==> src/rtl/mips_muldiv_unit.sv <==
// Iterative radix-2 multiply/divide unit with the architectural HI/LO pair.
// Arithmetic ops take WIDTH+1 edges after acceptance; MTHI/MTLO write in one edge.
module mips_muldiv_unit #(
  parameter int WIDTH = 32,
  parameter int CNT_W = $clog2(WIDTH + 1)
) (
  input  logic             clk,
  input  logic             reset,
  input  logic             start,
  input  logic [2:0]       op,
  input  logic [WIDTH-1:0] a,
  input  logic [WIDTH-1:0] b,
  output logic             busy,
  output logic             done,
  output logic [WIDTH-1:0] hi,
  output logic [WIDTH-1:0] lo
);

  typedef enum logic [1:0] {IDLE, RUN, FIX} state_t;

  localparam logic [2:0] OP_MULT  = 3'd0;
  localparam logic [2:0] OP_MULTU = 3'd1;
  localparam logic [2:0] OP_DIV   = 3'd2;
  localparam logic [2:0] OP_DIVU  = 3'd3;
  localparam logic [2:0] OP_MTHI  = 3'd4;
  localparam logic [2:0] OP_MTLO  = 3'd5;

  state_t               state_q, state_d;
  logic [CNT_W-1:0]     cnt_q, cnt_d;
  logic [2*WIDTH-1:0]   acc_q, acc_d;
  logic [WIDTH-1:0]     opb_q, opb_d;
  logic [WIDTH-1:0]     a_raw_q, a_raw_d;
  logic                 is_div_q, is_div_d;
  logic                 neg_q, neg_d;
  logic                 rem_neg_q, rem_neg_d;
  logic                 div_zero_q, div_zero_d;
  logic [WIDTH-1:0]     hi_q, hi_d;
  logic [WIDTH-1:0]     lo_q, lo_d;
  logic                 done_q, done_d;

  logic                 signed_op;
  logic                 a_neg, b_neg;
  logic [WIDTH-1:0]     a_mag, b_mag;
  logic [WIDTH:0]       mul_sum;
  logic [WIDTH:0]       div_trial;
  logic [2*WIDTH-1:0]   mul_step, div_step;
  logic [2*WIDTH-1:0]   prod_fix;
  logic [WIDTH-1:0]     quo_fix, rem_fix;

  assign signed_op = (op == OP_MULT) || (op == OP_DIV);
  assign a_neg     = signed_op & a[WIDTH-1];
  assign b_neg     = signed_op & b[WIDTH-1];
  assign a_mag     = a_neg ? -a : a;
  assign b_mag     = b_neg ? -b : b;

  // Multiply: product's upper half accumulates the multiplicand, multiplier shifts out at the bottom.
  assign mul_sum   = {1'b0, acc_q[2*WIDTH-1:WIDTH]} + (acc_q[0] ? {1'b0, opb_q} : {(WIDTH+1){1'b0}});
  assign mul_step  = {mul_sum, acc_q[WIDTH-1:1]};

  // Divide: remainder in the upper half, dividend bits shift in while quotient bits fill the bottom.
  assign div_trial = acc_q[2*WIDTH-1:WIDTH-1] - {1'b0, opb_q};
  assign div_step  = div_trial[WIDTH] ? {acc_q[2*WIDTH-2:WIDTH-1], acc_q[WIDTH-2:0], 1'b0}
                                      : {div_trial[WIDTH-1:0], acc_q[WIDTH-2:0], 1'b1};

  assign prod_fix  = neg_q ? -acc_q : acc_q;
  assign quo_fix   = neg_q ? -acc_q[WIDTH-1:0] : acc_q[WIDTH-1:0];
  assign rem_fix   = rem_neg_q ? -acc_q[2*WIDTH-1:WIDTH] : acc_q[2*WIDTH-1:WIDTH];

  always_comb begin
    state_d    = state_q;
    cnt_d      = cnt_q;
    acc_d      = acc_q;
    opb_d      = opb_q;
    a_raw_d    = a_raw_q;
    is_div_d   = is_div_q;
    neg_d      = neg_q;
    rem_neg_d  = rem_neg_q;
    div_zero_d = div_zero_q;
    hi_d       = hi_q;
    lo_d       = lo_q;
    done_d     = 1'b0;

    case (state_q)
      IDLE: begin
        if (start) begin
          case (op)
            OP_MULT, OP_MULTU, OP_DIV, OP_DIVU: begin
              is_div_d   = op[1];
              neg_d      = a_neg ^ b_neg;
              rem_neg_d  = a_neg;
              div_zero_d = op[1] && (b == {WIDTH{1'b0}});
              a_raw_d    = a;
              acc_d      = op[1] ? {{WIDTH{1'b0}}, a_mag} : {{WIDTH{1'b0}}, b_mag};
              opb_d      = op[1] ? b_mag : a_mag;
              cnt_d      = '0;
              state_d    = RUN;
            end
            OP_MTHI: hi_d = a;
            OP_MTLO: lo_d = a;
            default: ;
          endcase
        end
      end
      RUN: begin
        acc_d = is_div_q ? div_step : mul_step;
        cnt_d = cnt_q + 1'b1;
        if (cnt_q == CNT_W'(WIDTH - 1)) state_d = FIX;
      end
      FIX: begin
        // Divide-by-zero bypasses the sign fixup so the raw dividend lands in HI.
        if (!is_div_q) begin
          hi_d = prod_fix[2*WIDTH-1:WIDTH];
          lo_d = prod_fix[WIDTH-1:0];
        end else if (div_zero_q) begin
          hi_d = a_raw_q;
          lo_d = {WIDTH{1'b1}};
        end else begin
          hi_d = rem_fix;
          lo_d = quo_fix;
        end
        done_d  = 1'b1;
        state_d = IDLE;
      end
      default: state_d = IDLE;
    endcase
  end

  always_ff @(posedge clk) begin
    if (reset) begin
      state_q    <= IDLE;
      cnt_q      <= '0;
      acc_q      <= '0;
      opb_q      <= '0;
      a_raw_q    <= '0;
      is_div_q   <= 1'b0;
      neg_q      <= 1'b0;
      rem_neg_q  <= 1'b0;
      div_zero_q <= 1'b0;
      hi_q       <= '0;
      lo_q       <= '0;
      done_q     <= 1'b0;
    end else begin
      state_q    <= state_d;
      cnt_q      <= cnt_d;
      acc_q      <= acc_d;
      opb_q      <= opb_d;
      a_raw_q    <= a_raw_d;
      is_div_q   <= is_div_d;
      neg_q      <= neg_d;
      rem_neg_q  <= rem_neg_d;
      div_zero_q <= div_zero_d;
      hi_q       <= hi_d;
      lo_q       <= lo_d;
      done_q     <= done_d;
    end
  end

  assign busy = (state_q != IDLE);
  assign done = done_q;
  assign hi   = hi_q;
  assign lo   = lo_q;

endmodule

==> config.mk <==
export PLATFORM = sky130hd
export DESIGN_NAME = mips_muldiv_unit
export DESIGN_NICKNAME = d
export VERILOG_FILES = /design/src/rtl/mips_muldiv_unit.sv
export SDC_FILE = /design/constraint.sdc
export NUM_CORES = 1
export LEC_CHECK = 0
export ABC_AREA = 0
export CORE_UTILIZATION = 60
export CTS_BUF_LIST = sky130_fd_sc_hd__clkbuf_8 sky130_fd_sc_hd__clkbuf_16
export DETAILED_ROUTE_END_ITERATION = 6
export PLACE_DENSITY = 0.83
export RECOVER_POWER = 50
export SYNTH_ARGS = -nofsm -noshare
export SYNTH_HDL_FRONTEND = slang
export SYNTH_SLANG_ARGS = --single-unit
==> constraint.sdc <==
create_clock -name clk -period 4.8 [get_ports clk]
set_clock_uncertainty 0.2 [all_clocks]
set_input_delay 0.72 -clock clk [delete_from_list [all_inputs] [get_ports clk]]
set_output_delay 0.72 -clock clk [all_outputs]
set_load 0.03 [all_outputs]
==> flow_summary_export.csv, run 1 <==
group,metric,value,unit
floorplanning,design.core.area,27000,um2
synthesis,synth_commonest_cells,"nand2_1, a21oi_1, dfxtp_1, nor2_1, clkbuf_1",
sta,maxSlewViolCount,253,
power,power.share.combinational,24.4,%
synthesis,mappedNetlistArea,16500,um2
sta,slew_worst_pin,2.40,ns
synthesis,yosys_warnings,0,
worst_setup_path,critPathTopFamily,"simple AND/OR/NAND/NOR gates",
placement,place.port_buffers,135,
worst_setup_path,regToRegSetupSlack,0.38,ns
clocking,cts_repair_resize_count,0,
grt,grt_max_degree,77,
worst_setup_path,end_kind,"flip-flop",
floorplanning,floorplan.die_area,28200,um2
worst_setup_path,worst-path-buf-inv,1,
floorplanning,die_width,168,um
grt,wire_length_of_the_first_global_routing_pass,93.8,mm
grt,global_route.overflow_total,0,
power,power_leakage,7.34,nW
outcome,outcome,"complete, but fails checks",
clocking,cts_made_buffers,24,
floorplanning,die-height,168,um
routing,wl_per_cell,23.7,um
clocking,post_cts_hold_fix_bufs,0,
finish,layoutNonFillerInstCount,2601,
grt,grt_usage,42.5,%
floorplanning,io-pin-count,136,
clocking,insertion_delay_to_the_later_sink_of_the_worst_skew_pair,0.56,ns
finish,syn_to_final_growth,13.8,%
worst_setup_path,critical_path.reg2reg.startpoint,"state_q[0]",
power,clock_power_share,38.1,%
synthesis,synthArstFlopShare,0,%
power,power.share.switching,33.4,%
routing,antenna_violating_nets_post_route,0,
synthesis,syn_inst,2214,
floorplanning,fp-row-count,60,
worst_setup_path,crit_path_required_time,5.07,ns
worst_hold_path,timing.hold.worst_path_depth,2,
worst_setup_path,regToRegEndpoint,"acc_q[63]",
synthesis,post-synth-top-area-fraction,24.8,%
worst_hold_path,whs_endpoint,"opb_q[19]",
routing,vias,17700,
synthesis,syn_avg_cell_area,7.47,um2
worst_setup_path,worst-path-max-fanout,47,
routing,route.final.wire_length,61.5,mm
synthesis,synth_nets,2355,
power,powerDensity,267,nW/um2
clocking,clockRootBuffer,"clkbuf_16",
sta,period_minus_slack,4.42,ns
synthesis,synth_top_cells_by_area,"dfxtp_1, a21oi_1, mux2i_1",
floorplanning,initial_utilization,61.2,%
sta,fin_crit_sh,92.0,%
power,power_frac_seq,37.5,%
worst_setup_path,reg2reg_depth,7,
sta,final.setup.tns,0,ns
power,netSwitchingPower,1.67,mW
finish,layout.core_utilization,69.7,%
sta,grt_setup_unrepaired,"false",
sta,normalized_max_slew_margin,-59.7,%
synthesis,synth.most_common_cell,"nand2_1",
grt,first_global_vias,16300,
outcome,violations,"design-rule violations, max-capacitance violations, max-slew violations",
worst_setup_path,path_depth,7,
clocking,clk_transition_reported_paths,0.06,ns
worst_setup_path,critPathLaunchType,"flip-flop",
clocking,post_cts_buffers,0,
worst_setup_path,cp_cell_sequence,"nor2_1 > nand2_1 > or2_1 > clkbuf_1 > a21oi_1 > a2111oi_0 > o31a_1",
placement,detailedPlacementHpwl,44.5,mm
job,drv.max_cap_violation_count,5,
worst_hold_path,min-delay-path-class,"reg -> reg",
clocking,htree_levels,1,
synthesis,yosysUniqueCellTypes,72,
synthesis,seq_area_frac_synth,24.8,%
worst_setup_path,critPathArrivalTime,4.69,ns
sta,fmax,226,MHz
routing,via_per_inst,6.80,
finish,final_net_count,2383,
worst_setup_path,critical_path.max_stage_delay,1.44,ns
worst_setup_path,slowest_stage,"or2_1",
worst_hold_path,min-delay-start,"opb_q[19]",
synthesis,synth_top_cell_by_area,"dfxtp_1",
sta,final-setup-viol-count,0,
placement,number_of_cells_after_detailed_placement,2557,
placement,gp_congestion,1.05,
clocking,clock_tree.buffer_depth,3,
synthesis,synth_ff_type,"dfxtp_1",
routing,drtPass1Iterations,7,
finish,layout-drive-gt1-share,5.93,%
power,cellInternalPower,3.34,mW
synthesis,synth_enable_flop_cells,0,
grt,grt_antenna_before_repair,0,
clocking,cts.sink_count,205,
routing,drc,7,
clocking,tritoncts,"yes",
synthesis,ys_seq_elements,205,
routing,drtIter0Drc,2498,
power,power.ir.vdd_worst,0.286,mV
sta,final_hold_viol_count,0,
worst_setup_path,crit_type,"reg -> reg",
[cell type report]
class / instances / area [um2]
antenna: 1 / 2.50
clock buffer: 30 / 683
clock inverter: 13 / 138
fill: 2237 / 8200
inverter: 54 / 203
multi-input combinational: 1769 / 11500
sequential: 205 / 4110
tap: 341 / 427
timing repair buffer: 188 / 1730
[through the flow]
step           power, mW  hold slack (ns)  area (um2)  setup slack (ns)
6_report            5.02            0.250       18800             0.383
4_1_cts             4.96            0.252       18900             0.613
5_1_grt             5.17            0.269       18800             0.229
3_5_place_dp        3.09            0.244       18000             0.516
3_3_place_gp        3.06            0.238       18000             0.628
2_1_floorplan       2.68            0.232       16500              1.18
[power groups by stage]
stage                     Combinational (mW)  Sequential, mW  Clock [mW]
after detailed placement                1.18            1.91           0
final                                   1.22            1.88        1.91
after CTS                               1.19            1.87        1.90
after floorplan                        0.809            1.87           0
after global routing                    1.31            1.89        1.97
after global placement                  1.16            1.91           0
[how the worst max path moves through the flow]
stage | startpoint | end | slack (ns)
floorplan | acc_q[31] | acc_q[62] | 1.18
global placement | a[6] | acc_q[28] | 0.63
detailed placement | a[6] | acc_q[28] | 0.52
CTS | acc_q[0] | acc_q[63] | 0.61
global route | state_q[0] | acc_q[63] | 0.23
finish | state_q[0] | acc_q[63] | 0.38
[routing by layer]
| layer | global-route usage (%) | up-vias | part of all wire (%) |
|---|---|---|---|
| met1 | 55.8 | 8218 | 39 |
| met4 | 23.5 | 0 | 6.3 |
| li1 | - | 8040 | - |
| met5 | 0 | - | 0 |
| met2 | 62.7 | 1181 | 41 |
| met3 | 11.8 | 235 | 13 |
[logic make-up after synthesis]
logic type               share of synthesized area [%]
multiplexers                                      7.56
XOR/XNOR                                          10.7
buffers and inverters                             5.63
flip-flops                                        24.8
AND/OR/NAND/NOR                                   19.1
adder cells (fa/ha/maj)                           5.46
AO/OA/AOI/OAI                                     26.7
[cells in the final DEF, fill, tap and decap left out, types with 13 or more instances in the layout]
cell               n
nor3_1            26
clkbuf_16         24
nand3_1           26
or3_1             19
nor2b_1           13
dfxtp_1          203
dlygate4sd3_1     65
o31ai_1           33
xor2_1            94
o211ai_1          37
a22oi_1           17
buf_4             47
nor2_1           198
a21oi_1          236
a21o_1            37
ha_1              69
inv_1             57
or2_2             13
a211oi_1          91
mux2i_1          116
nand2_1          259
o21ai_0          114
nand2b_1          23
nor4_1            17
a221oi_1          34
o41ai_1           15
or4_1             17
xnor2_1          108
clkdlybuf4s50_1   68
[tightest hold or removal path: stages (launching register included)]
cell	delay, ns
dfxtp_1	0.31
nand2_1	0.05
a21oi_1	0.05
[state kept, by name, summed over array words and instances, names as in the netlist]
register,cells
acc_q,64
a_raw_q,32
hi,32
lo,32
opb_q,32
cnt_q,6
state_q,2
div_zero_q,1
done,1
is_div_q,1
neg_q,1
rem_neg_q,1
Power figures use the tool's default switching activity.
==> inputs of run 2 (changes only) <==
--- a/config.mk
+++ b/config.mk
@@ -5,11 +5,13 @@
 export SDC_FILE = /design/constraint.sdc
 export NUM_CORES = 1
 export LEC_CHECK = 0
-export ABC_AREA = 0
-export CORE_UTILIZATION = 60
+export ABC_AREA = 1
+export CELL_PAD_IN_SITES_DETAIL_PLACEMENT = 1
+export CELL_PAD_IN_SITES_GLOBAL_PLACEMENT = 1
+export CORE_UTILIZATION = 42
 export CTS_BUF_LIST = sky130_fd_sc_hd__clkbuf_8 sky130_fd_sc_hd__clkbuf_16
 export DETAILED_ROUTE_END_ITERATION = 6
-export PLACE_DENSITY = 0.83
+export PLACE_DENSITY = 0.94
 export RECOVER_POWER = 50
 export SYNTH_ARGS = -nofsm -noshare
 export SYNTH_HDL_FRONTEND = slang
==> run 2 against run 1 <==
  * The flow finishes with violations (max-capacitance violations, max-slew violations)
  * Count of clock-buffer cells in the layout stayed put
  * Via count is 44% higher
  * Sequential cell count stayed put
  * Critical path depth is 3 higher
  * Synthesized area is 18% higher
  * Die area is 68% higher
  * Critical endpoint is now opb_q[14]
==> flow_summary_export.csv, run 2 <==
group,metric,value,unit
sta,final-setup-viol-count,0,
grt,wire_length_of_the_first_global_routing_pass,150,mm
power,power_leakage,10.7,nW
finish,n_fill_cell,6544,
synthesis,synth_top_cell_by_area,"dfxtp_1",
synthesis,seq_area_frac_synth,21.0,%
sta,period_minus_slack,4.21,ns
synthesis,synth_enable_flop_cells,0,
synthesis,synth_simple_gate_area_share,37.2,%
finish,layout-drive-gt1-share,4.22,%
floorplanning,initial_utilization,42.9,%
worst_setup_path,critPathArrivalTime,4.50,ns
placement,placement.setup.worst_slack,1.22,ns
worst_setup_path,crit_path_start,"op[2]",
synthesis,synthArstFlopShare,0,%
worst_setup_path,worst_setup_path_endpoint,"opb_q[14]",
finish,layout.core_utilization,48.8,%
clocking,post_cts_buffers,0,
grt,grt_usage,41.7,%
outcome,violations,"max-capacitance violations, max-slew violations",
placement,gp_congestion,1.08,
worst_setup_path,critPathLaunchType,"input pin",
floorplanning,io-pin-count,136,
synthesis,mappedNetlistArea,19600,um2
sta,slew_worst_pin,2.36,ns
clocking,htree_levels,1,
finish,flip_flop_count_of_the_largest_register_after_layout,64,
worst_setup_path,worst-path-max-fanout,44,
power,power.ir.vdd_worst,0.247,mV
synthesis,synth_top_cells_by_area,"dfxtp_1, nand2_1, inv_1",
sta,final_hold_viol_count,0,
synthesis,synth_commonest_cells,"nand2_1, inv_1, nor2_1, o21ai_0, a21oi_1",
routing,drtIter0Drc,2812,
synthesis,synth-xor-area-share,3.31,%
clocking,clk_transition_reported_paths,0.07,ns
routing,route.met2.wl,42.6,mm
synthesis,adder_and_majority_cell_fraction_of_the_synthesized_area,4.61,%
synthesis,synth_nets,3627,
power,powerDensity,276,nW/um2
routing,top_layer,"met5",
worst_hold_path,min-delay-path-class,"reg -> reg",
clocking,cts.sink_count,205,
worst_setup_path,end_kind,"flip-flop",
worst_setup_path,regToRegSetupSlack,0.82,ns
synthesis,syn_avg_cell_area,5.62,um2
worst_setup_path,crit_type,"in -> reg",
sta,normalized_max_slew_margin,-57.2,%
synthesis,synth_ff_type,"dfxtp_1",
clocking,post_cts_hold_fix_bufs,0,
sta,layout_setup_ws,0.592,ns
routing,route.final.wire_length,101,mm
worst_setup_path,regToRegEndpoint,"opb_q[14]",
synthesis,syn_inst,3486,
clocking,cts_made_buffers,25,
placement,detailedPlacementHpwl,77.5,mm
finish,regMostFlops,"acc_q",
clocking,cts_repair_resize_count,0,
clocking,clockRootBuffer,"clkbuf_16",
placement,place.port_buffers,135,
synthesis,post_synthesis_mux_area_share,0,%
synthesis,yosysUniqueCellTypes,55,
floorplanning,fp-row-count,78,
synthesis,synth_compound_area_share,21.8,%
routing,vias,25400,
clocking,insertion_delay_to_the_later_sink_of_the_worst_skew_pair,0.60,ns
worst_setup_path,reg2reg_depth,9,
finish,final_net_count,3677,
grt,grt_max_degree,91,
floorplanning,die_width,218,um
sta,final.setup.tns,0,ns
sta,final.hold.worst_slack,0.272,ns
clocking,tritoncts,"yes",
synthesis,synth.most_common_cell,"nand2_1",
synthesis,post-synth-top-area-fraction,21.0,%
synthesis,ys_seq_elements,205,
routing,drc,0,
clocking,clock_tree.buffer_depth,3,
sta,grt_setup_unrepaired,"false",
job,drv.max_cap_violation_count,3,
synthesis,combinational_family_with_the_most_area_after_synthesis,"simple AND/OR/NAND/NOR gates",
finish,layout_commonest_cell,"nand2_1",
grt,first_global_vias,24800,
sta,fmax,238,MHz
synthesis,yosys_warnings,0,
worst_setup_path,crit_path_required_time,5.09,ns
floorplanning,floorplan.die_area,47500,um2
routing,wl_per_cell,24.3,um
floorplanning,die-height,218,um
floorplanning,design.core.area,45700,um2
outcome,outcome,"complete, but fails checks",
finish,syn_to_final_growth,13.8,%
grt,global_route.overflow_total,0,
finish,mostFrequentLayoutCells,"nand2_1, inv_1, nor2_1",
routing,detail_route.wirelength.met1,40.7,mm
worst_setup_path,critical_path.reg2reg.startpoint,"state_q[1]",
routing,drtPass1Iterations,6,
routing,via_per_inst,6.11,
routing,route.met3.wl,11.3,mm
grt,grt_antenna_before_repair,4,
routing,antenna_violating_nets_post_route,0,
sta,maxSlewViolCount,117,
sta,fin_crit_sh,87.7,%
## run 2: cell types whose count changed after synthesis, sizes merged, moves of 35 or more
cell    delta
nand2    +646
a21o      -35
nor2     +208
mux2i    -116
xnor2     -98
clkbuf    -38
inv      +405
a211oi    -91
o21ai    +222
nand3    +266
a21oi     +99
## run 2: through the flow
step                      cell area [um2]  total power [mW]  std cells
final                               22300              6.15       4158
after detailed placement            21400              3.94       4109
after global placement              21400              3.90       4109
after global routing                22300              6.34       4155
after floorplan                     19600              3.21       3486
after CTS                           22300              6.06       4155
## run 2: layer usage
metal / up-vias / global-route usage (%)
met5: - / 0
met4: 2 / 23.4
met3: 322 / 9.83
met2: 1443 / 63.0
met1: 12200 / 54.1
li1: 11500 / -
## run 2: where the power goes
part / leakage, nW / switching [mW] / total (mW) / internal, mW
sequential: 1.68 / 0.137 / 1.94 / 1.81
clock: 0.458 / 0.890 / 2.14 / 1.25
combinational: 8.57 / 1.48 / 2.06 / 0.583
total: 10.7 / 2.51 / 6.15 / 3.64
## run 2: worst min-delay path by stage
stage	end	start	slack (ns)	cells after the start
6_report	lo[15]	lo[15]	0.27	2
3_3_place_gp	a_raw_q[0]	a_raw_q[0]	0.24	2
2_1_floorplan	a_raw_q[0]	a_raw_q[0]	0.23	2
4_1_cts	a_raw_q[31]	a_raw_q[31]	0.27	2
3_5_place_dp	a_raw_q[22]	a_raw_q[22]	0.25	2
5_1_grt	a_raw_q[29]	a_raw_q[29]	0.29	2
## run 2: cell type report
| class | instances | area (um2) | area share (%) |
|---|---|---|---|
| Tap cell | 600 | 751 | 3.37 |
| Clock buffer | 30 | 694 | 3.12 |
| Inverter | 462 | 1740 | 7.81 |
| Antenna cell | 3 | 7.51 | 0.0337 |
| Multi-Input combinational cell | 2666 | 13100 | 58.9 |
| Clock inverter | 16 | 203 | 0.910 |
| Sequential cell | 205 | 4110 | 18.4 |
| Timing Repair Buffer | 176 | 1660 | 7.46 |
## run 2: logic make-up (layout without fill, tap and decap cells)
kind of cell               after synthesis  after routing
AOI/OAI and AO/OA                      797            797
other                                    0              3
buffers and inverters                  615            684
DFF                                    205            205
adders and majority gates               71             71
and+or+nand+nor                       1724           1724
xor gates and xnor gates                74             74
## run 2: worst max-delay path: stages
cell and delay [ns]:
dlygate4sd3_1 0.60, inv_1 0.11, nand3_2 0.19, clkbuf_1 1.70, nor2_1 0.24, buf_4 0.39, nand2_1 0.24, o221ai_1 0.15
nand2_1 0.11, inv_1 0.04
